### src/rtl/blink_rate_sequencer.sv
// blink_rate_sequencer
//   LED blink-rate scheduler. The 2-bit switch select is synchronised
//   (and optionally debounced). One shared prescale counter produces the
//   LED square wave. A new rate takes effect only on the led 1->0 toggle,
//   so a rate change never truncates a pulse.
//
//   Optional feature macro: BLINK_DEBOUNCE_EN
//     defined   - sw_sync must hold for DB_CYCLES cycles before it is accepted
//     undefined - sw_sync is accepted every cycle; no debounce logic is built
//
// Parameters
//   BASE_HALF  half-period in sysclk cycles for rate 00 (>= 2)
//   SHIFT      log2 slowdown per rate step: HALF(r) = BASE_HALF << (SHIFT*r)
//   CNT_W      prescale counter width; HALF(3) must fit in 2**CNT_W
//   DB_CYCLES  debounce window (used only with BLINK_DEBOUNCE_EN, >= 1)
//
// Ports
//   sysclk        in   system clock, rising edge
//   rst_n         in   asynchronous active-low reset
//   sw[1:0]       in   asynchronous rate select, 00 fastest .. 11 slowest
//   led           out  50% duty square wave
//   rate_active   out  rate currently driving led
//   rate_pending  out  a requested rate is waiting for the period boundary
//   period_tick   out  one-cycle pulse on every led toggle
module blink_rate_sequencer #(
    parameter int unsigned BASE_HALF = 16,
    parameter int unsigned SHIFT     = 1,
    parameter int unsigned CNT_W     = 32,
    parameter int unsigned DB_CYCLES = 8
) (
    input  logic       sysclk,
    input  logic       rst_n,
    input  logic [1:0] sw,
    output logic       led,
    output logic [1:0] rate_active,
    output logic       rate_pending,
    output logic       period_tick
);

    if (BASE_HALF < 2 || DB_CYCLES < 1) begin : g_param_check
        $error("blink_rate_sequencer: BASE_HALF must be >= 2 and DB_CYCLES >= 1");
    end

    typedef enum logic {
        RUN     = 1'b0,
        PENDING = 1'b1
    } state_t;

    state_t           state;
    logic [1:0]       sw_meta;
    logic [1:0]       sw_sync;
    logic [1:0]       sw_stable;
    logic [CNT_W-1:0] cnt;
    logic [CNT_W-1:0] half;
    logic             wrap;
    logic             boundary;
    logic             mismatch;

    // Two-flop synchroniser for the asynchronous switch inputs
    always_ff @(posedge sysclk or negedge rst_n) begin
        if (!rst_n) begin
            sw_meta <= '0;
            sw_sync <= '0;
        end else begin
            sw_meta <= sw;
            sw_sync <= sw_meta;
        end
    end

`ifdef BLINK_DEBOUNCE_EN
    localparam int unsigned DB_W = (DB_CYCLES > 1) ? $clog2(DB_CYCLES) : 1;

    logic [DB_W-1:0] db_cnt;

    // sw_meta != sw_sync means sw_sync takes a new value on this edge, so the
    // hold count restarts here; the value is accepted on the DB_CYCLES-th edge
    // it has been present on sw_sync.
    always_ff @(posedge sysclk or negedge rst_n) begin
        if (!rst_n) begin
            db_cnt    <= '0;
            sw_stable <= '0;
        end else if (sw_meta != sw_sync) begin
            db_cnt <= '0;
        end else if (db_cnt == DB_W'(DB_CYCLES - 1)) begin
            sw_stable <= sw_sync;
        end else begin
            db_cnt <= db_cnt + DB_W'(1);
        end
    end
`else
    always_ff @(posedge sysclk or negedge rst_n) begin
        if (!rst_n) begin
            sw_stable <= '0;
        end else begin
            sw_stable <= sw_sync;
        end
    end
`endif

    // Half-period depends only on the applied rate. When HALF equals 2**CNT_W
    // it truncates to zero and half-1 becomes all ones, which still wraps
    // at the right count.
    always_comb begin
        half     = CNT_W'(BASE_HALF) << (SHIFT * 32'(rate_active));
        wrap     = (cnt == half - CNT_W'(1));
        boundary = wrap & led;
        mismatch = (sw_stable != rate_active);
    end

    always_ff @(posedge sysclk or negedge rst_n) begin
        if (!rst_n) begin
            state        <= RUN;
            cnt          <= '0;
            led          <= 1'b0;
            period_tick  <= 1'b0;
            rate_active  <= 2'b00;
            rate_pending <= 1'b0;
        end else begin
            if (wrap) begin
                cnt         <= '0;
                led         <= ~led;
                period_tick <= 1'b1;
            end else begin
                cnt         <= cnt + CNT_W'(1);
                period_tick <= 1'b0;
            end

            unique case (state)
                RUN: begin
                    if (mismatch) begin
                        // A request that becomes visible exactly on a 1->0
                        // wrap is applied at that boundary without a
                        // pending phase.
                        if (boundary) begin
                            rate_active <= sw_stable;
                        end else begin
                            state        <= PENDING;
                            rate_pending <= 1'b1;
                        end
                    end
                end
                PENDING: begin
                    if (!mismatch) begin
                        state        <= RUN;
                        rate_pending <= 1'b0;
                    end else if (boundary) begin
                        rate_active  <= sw_stable;
                        state        <= RUN;
                        rate_pending <= 1'b0;
                    end
                end
            endcase
        end
    end

endmodule

### config.mk
export PLATFORM = sky130hd
export DESIGN_NAME = blink_rate_sequencer
export DESIGN_NICKNAME = d
export VERILOG_FILES = /design/src/rtl/blink_rate_sequencer.sv
export SDC_FILE = /design/constraint.sdc
export NUM_CORES = 1
export LEC_CHECK = 0
export ABC_AREA = 1
export ABC_CLOCK_PERIOD_IN_PS = 2000
export CORE_MARGIN = 10
export CORE_UTILIZATION = 40
export DETAILED_ROUTE_END_ITERATION = 10
export MAX_ROUTING_LAYER = met4
export PLACE_DENSITY = 0.58
export SLEW_MARGIN = 20
export SYNTH_ARGS = -nofsm -noshare
export SYNTH_HDL_FRONTEND = slang
export SYNTH_SLANG_ARGS = --single-unit
### constraint.sdc
create_clock -name sysclk -period 2 [get_ports sysclk]
set_clock_uncertainty 0.2 [all_clocks]
set_input_delay 0.3 -clock sysclk [delete_from_list [all_inputs] [get_ports sysclk]]
set_output_delay 0.3 -clock sysclk [all_outputs]
set_load 0.01 [all_outputs]
==> summary.txt, run 1 <==
Final layout
  – Area delta synth->final: 11.9%
  – Cell Count, Final, Fillers Out: around 420
  – Final nets: 347
  – Post-route cell area: 2730 um2
  – Ant diodes: 0
  – Share of cells above drive strength 1: 0.0904

STA
  – Max-slew headroom: 0.735
  – Final period utilization: 0.946
  – Final Hold Vio Count: 0
  – Max-slew violation count: 0
  – # setup viols final: 0
  – Final hold slack: 0.153 ns
  – Worst-margin pin slew: 0.397 ns
  – Fmax: 0.528 GHz
  – Min Tclk post-route: 1.89 ns

Routing
  – Vias per cell: 4.76
  – Detail Route Antenna Nets: 0
  – DRT iter0 DRCs: 93
  – Via Count: 1991
  – Wire per inst: around 13 um
  – Routed Wire Length: 5.27 mm
  – Residual DRC: 0
  – TritonRoute pass-1 iters: 4

Yosys
  – Async S/R FF share, synth: 1.00
  – Main synth FF type: dfrtp_1
  – Syn Nets: 330
  – Synth cell count leaders: nand2_1 (79), nor2_1 (58), inv_1 (53), dfrtp_1 (44), nand3_1 (22)
  – Number of synthesized register bits: between 40 and 50
  – Yosys top cell area share: 0.451
  – Synth area leader: dfrtp_1
  – Post-synth cell types: 24
  – Post-Syn Area: 2440 um2
  – Syn Area/Cell: 7.51 um2
  – Largest cells by area after synthesis: dfrtp_1 (45%), nand2_1 (12%), nor2_1 (8.9%), inv_1 (8.2%), nand3_1 (4.5%)
  – Most common cell in the netlist: nand2_1
  – Register area share after synthesis: 0.451
  – Number of flops mapped to enable cells by yosys: 0
  – Synth Instances: roughly 330
  – Yosys Warn Count: 0

Floorplanning
  – Chip height: 98.1 um
  – Die W: between 90 and 100 um
  – Core Area: 5920 um2
  – Die area: 9620 um2
  – Initial Utilization: 0.412
  – Top Ports: 9
  – Row count: 28

CTS
  – H-tree depth: 2
  – Worst skew pair latency: approximately 0.31 ns
  – TritonCTS Sinks: 44
  – CTS tree: yes
  – Clk buf depth: 2
  – Setup Buffers After CTS: 0
  – Worst-path clk slew: 0.08 ns
  – Clk root buf: clkbuf_8
  – Num CTS Buffers: 5

Setup path
  – Arrival time at the worst endpoint: 1.39 ns
  – Crit-path max FO: 7
  – CP startpoint kind: flop
  – Worst EP required: 1.50 ns
  – Worst path bufs/invs: 1
  – CP Cell Sequence: clkdlybuf4s50_1
  – CP Capture Type: output pin
  – Cell family with most CP delay: buffers and inverters
  – Slowest stage delay, CP: 0.60 ns
  – Critical path class: flop to output pin
  – Flop2flop setup slack: 0.18 ns
  – CP max stage cell: clkdlybuf4s50_1

Global routing
  – Vias in the first global route: 2030
  – Remaining global-route overflow: 0
  – Initial antenna violation count: 0
  – Global-route usage over all layers: 0.121
  – Pin count of the biggest net entering global routing: 19
  – First-pass GRT wire length: approximately 9.4 mm

Power
  – Total power: about 1.6 mW
  – Worst vdd ir: 0.318 mV
  – Lkg Pwr: between 1 and 1.5 nW
  – Pwr Density: 585 nW/um2

Placement
  – DP Cell Count: 409
  – Post-DP HPWL: 4.18 mm
  – Placement Cell Area: 2620 um2
  – Placer congestion estimate: a little under 0.9
  – Port bufs: 8

Run
  – Max Cap Violations: 0

Min path
  – Hold Path Class: flop to flop

Status
  – Status: completed
## cells in the final DEF, fill, tap and decap left out, types with 6 or more instances in the layout
cell type        count
clkbuf_8             6
clkdlybuf4s50_1      7
dfrtp_1             44
inv_1               53
nand2_1             79
nand3_1             21
nand4_1              9
nor2_1              58
nor3_1               8
xnor2_1             11
xor2_1              11
## layer usage
metal	global-route usage	routed length [um]
met4	0.0425	98
met5	-	0
met2	0.192	2490
met1	0.147	2480
met3	0.0261	203
## state kept, by name, indices dropped and copies added (netlist names)
name,flops
sw_sync,2
sw_stable,2
rate_pending,1
rate_active,2
period_tick,1
led,1
cnt,32
sw_meta,2
state,1
## logic make-up after synthesis
group	after synthesis	share of synthesized area
simple gates	196	0.363
buf+inv	55	0.0851
flops	44	0.451
xor+xnor	22	0.0790
compound gates	7	0.0164
fa+ha+maj	1	0.00513
## layout make-up
class / instances / area (um2)
Timing Repair Buffer: 11 / 100
Clock buffer: 6 / 82.6
Sequential cell: 44 / 1100
Multi-Input combinational cell: 226 / 1140
Inverter: 54 / 203
Clock inverter: 2 / 15.0
Fill cell: 616 / 3190
Tap cell: 75 / 93.8
## final timing paths
check	start	end	cells after the start
worst max-delay path	rate_active[1]	rate_active[1]	1
worst min-delay path	sw_sync[1]	sw_stable[1]	0
worst max register to register	cnt[0]	cnt[30]	8
worst min register to register	sw_sync[1]	sw_stable[1]	0
max in group asynchronous	rst_n	rate_active[1]	3
min in group asynchronous	rst_n	cnt[17]	2
## power by group
| group | leakage [nW] | switching, mW | internal [mW] |
|---|---|---|---|
| clock | 0.0434 | 0.317 | 0.280 |
| sequential | 0.581 | 0.0121 | 0.906 |
| combinational | 0.845 | 0.0438 | 0.0381 |
| total | 1.47 | 0.373 | 1.22 |
## stage by stage
stage	setup TNS, ns	setup slack, ns	utilization
finish	0	0.108	0.461
global placement	0	0.260	0.442
detailed placement	0	0.212	0.442
floorplan	0	0.427	-
CTS	0	0.103	0.460
global route	-0.00364	-0.00364	0.461
## repair_timing
action | CTS | global route
endpoints found under the setup margin | 0 | 2
resized for setup | 0 | 1
hold buffers | 1 | 0
endpoints found under the hold margin | 16 | 0
No activity file was read; power rests on OpenSTA's default activity.
==> run 2, diff against run 1 <==
- TNS_END_PERCENT: unset -> 5
==> results of run 2 <==
Same layout as run 1: the final DEF is identical, and so are final timing and power.
==> run 3, diff against run 2 <==
- SETUP_SLACK_MARGIN: unset -> 0.4
==> run 3 against run 2 <==
Compared with the run above: count of clock-buffer cells in the layout stayed put; via count up 1.8%; first-iteration DRC count fell by 2.2%; combinational power increased by 6.5%; cell count is 0.96% higher; worst setup slack improved by 0.16 ns; hold slack is essentially flat; critical endpoint is now led; highest routed layer unchanged.
==> summary.txt, run 3 (synthesized netlist as in run 1, its figures left out) <==
Status
  – Status: completed

STA
  – Final period utilization: 0.869 (-0.0776)
  – # setup viols final: 0 (unchanged)
  – Setup TNS: 0 ns (unchanged)
  – Final hold slack: 0.153 ns (-0.0000350 ns)
  – Max-slew headroom: 0.737 (+0.00162)
  – Final Hold Vio Count: 0 (unchanged)
  – Min Tclk post-route: 1.74 ns (-0.155 ns)
  – Worst-margin pin slew: 0.395 ns (-0.00243 ns)
  – Fmax: 0.576 GHz (+8.9%)
  – Max-slew violation count: 0 (unchanged)
  – RSZ-0062 raised after global routing: true

Placement
  – Port bufs: 8 (unchanged)
  – Placer congestion estimate: 0.894 (unchanged)
  – Placement Cell Area: 2620 um2 (unchanged)
  – Post-DP HPWL: 4.18 mm (unchanged)
  – DP Cell Count: 409 (unchanged)

Global routing
  – First-pass GRT wire length: 9.47 mm (+0.36%)
  – Vias in the first global route: 2042 (+0.59%)
  – Remaining global-route overflow: 0 (unchanged)
  – Initial antenna violation count: 0 (unchanged)
  – Pin count of the biggest net entering global routing: 19 (unchanged)
  – Global-route usage over all layers: 0.121 (+0.000430)

Setup path
  – CP startpoint kind: flop
  – CP max stage cell: clkdlybuf4s50_1
  – Slowest stage delay, CP: 0.55 ns (-0.05 ns)
  – Worst path bufs/invs: 1 (unchanged)
  – Cell family with most CP delay: buffers and inverters
  – Critical path class: flop to output pin
  – Crit-path max FO: 2 (-5)
  – CP Cell Sequence: clkdlybuf4s50_1
  – Arrival time at the worst endpoint: 1.24 ns (-0.15 ns)
  – Worst EP required: 1.50 ns (about the same)
  – CP Capture Type: output pin

Run
  – Max Cap Violations: 0 (unchanged)

Routing
  – DRT iter0 DRCs: 91 (-2.2%)
  – Via Count: 2027 (+1.8%)
  – Detail Route Antenna Nets: 0 (unchanged)
  – TritonRoute pass-1 iters: 4 (unchanged)
  – Wire per inst: 12.8 um (+1.3%)
  – Residual DRC: 0 (unchanged)
  – Routed Wire Length: 5.39 mm (+2.3%)
  – Vias per cell: 4.80 (+0.84%)

Power
  – Cell internal pwr: 1.23 mW (+0.19%)
  – Worst vdd ir: 0.331 mV (+4.1%)
  – Lkg Pwr: 1.50 nW (+2.0%)
  – Net Sw Frac: 0.235 (+0.00137)
  – Clock share of power: 0.374 (about the same)
  – NetSw: 376 uW (+0.96%)
  – Combinational share of power: 0.054 (+0.003)
  – Reg power frac: 0.572 (-0.003)
  – Pwr Density: 565 nW/um2 (-3.3%)

Final layout
  – Most common cell after layout, fill and taps aside: nand2_1
  – Area delta synth->final: 16.2%
  – Share of cells above drive strength 1: 0.144 (+0.0537)
  – Fill cells: 597 (-3.1%)
  – Most frequent cells in the layout: nand2_1 (77), inv_1 (53), nor2_1 (53)
  – Cell Count, Final, Fillers Out: 422 (+0.96%)
  – Multi-input logic area: 1200 um2 (+5.6%)
  – Storage cell area: 1110 um2 (+0.79%)
  – Ant diodes: 0 (unchanged)
  – Final nets: 351 (+1.2%)
  – Post-route cell area: 2840 um2 (+3.8%)
  – Biggest register: cnt
  – Flip-flop count of the largest register after layout: 32 (unchanged)

Floorplanning
  – Core Area: 5920 um2 (unchanged)
  – Row count: 28 (unchanged)
  – Die W: 98.1 um (unchanged)
  – Initial Utilization: 0.412 (unchanged)
  – Die area: 9620 um2 (unchanged)
  – Top Ports: 9 (unchanged)
  – Chip height: 98.1 um (unchanged)

CTS
  – CTS tree: yes
  – H-tree depth: 2 (unchanged)
  – TritonCTS Sinks: 44 (unchanged)
  – Clk root buf: clkbuf_8
  – Worst skew pair latency: 0.31 ns (about the same)
  – Worst-path clk slew: 0.08 ns (about the same)
  – Num CTS Buffers: 5 (unchanged)
  – Clk buf depth: 2 (unchanged)

Min path
  – Hold Path Class: flop to flop
run 3: changes by cell type in the layout (fill, tap and decap cells not counted), sizes merged:
| cell | delta |
|---|---|
| buf | +4 |
| clkdlybuf4s50 | -1 |
| dlygate4sd2 | +1 |
run 3: repair_timing:
action / CTS / global route
endpoints found under the setup margin: 38 / 40
hold buffers: 1 / 0
hold endpoints to repair: 16 / 0
pin swaps: 0 / 5
buffers inserted: 2 / 2
resized for setup: 3 / 23
run 3: power groups by stage:
stage	registers [mW]	logic [mW]	clock network [mW]
after detailed placement	0.936	0.0833	0
final	0.916	0.0872	0.599
after global routing	0.919	0.103	0.642
after CTS	0.916	0.0898	0.622
after global placement	0.936	0.0826	0
after floorplan	0.938	0.0304	0
run 3: per-stage QoR:
| step | setup slack [ns] | power (mW) | utilization |
|---|---|---|---|
| 2_1_floorplan | 0.427 | 0.969 | - |
| 3_3_place_gp | 0.260 | 1.02 | 0.442 |
| 3_5_place_dp | 0.212 | 1.02 | 0.442 |
| 4_1_cts | 0.201 | 1.63 | 0.463 |
| 5_1_grt | 0.182 | 1.66 | 0.479 |
| 6_report | 0.263 | 1.60 | 0.479 |
run 3: layout make-up:
type,instances,area share
inverters,54,0.0724
repair buffers,15,0.0455
clock inverters,2,0.00530
flip-flops and latches,44,0.391
well taps,75,0.0331
multi-input cells,226,0.423
clock buffers,6,0.0291
run 3: routing by layer:
layer  GRT usage  vias up  share of wire
met5           -        -              0
met1       0.147      956           0.48
met3      0.0261        9          0.029
li1            -     1037              -
met4      0.0425        0          0.017
met2       0.193       25           0.48
run 3: worst paths after layout:
check | startpoint | endpoint | slack, ns | depth (start not counted)
min in group asynchronous | rst_n | cnt[16] | 0.24 | 2
hold reg to reg | sw_sync[1] | sw_stable[1] | 0.15 | 0
hold / removal | sw_sync[1] | sw_stable[1] | 0.15 | 0
setup reg to reg | cnt[1] | cnt[20] | 0.29 | 9
max in group asynchronous | rst_n | rate_active[0] | 0.77 | 3
setup / recovery | led | led | 0.26 | 1
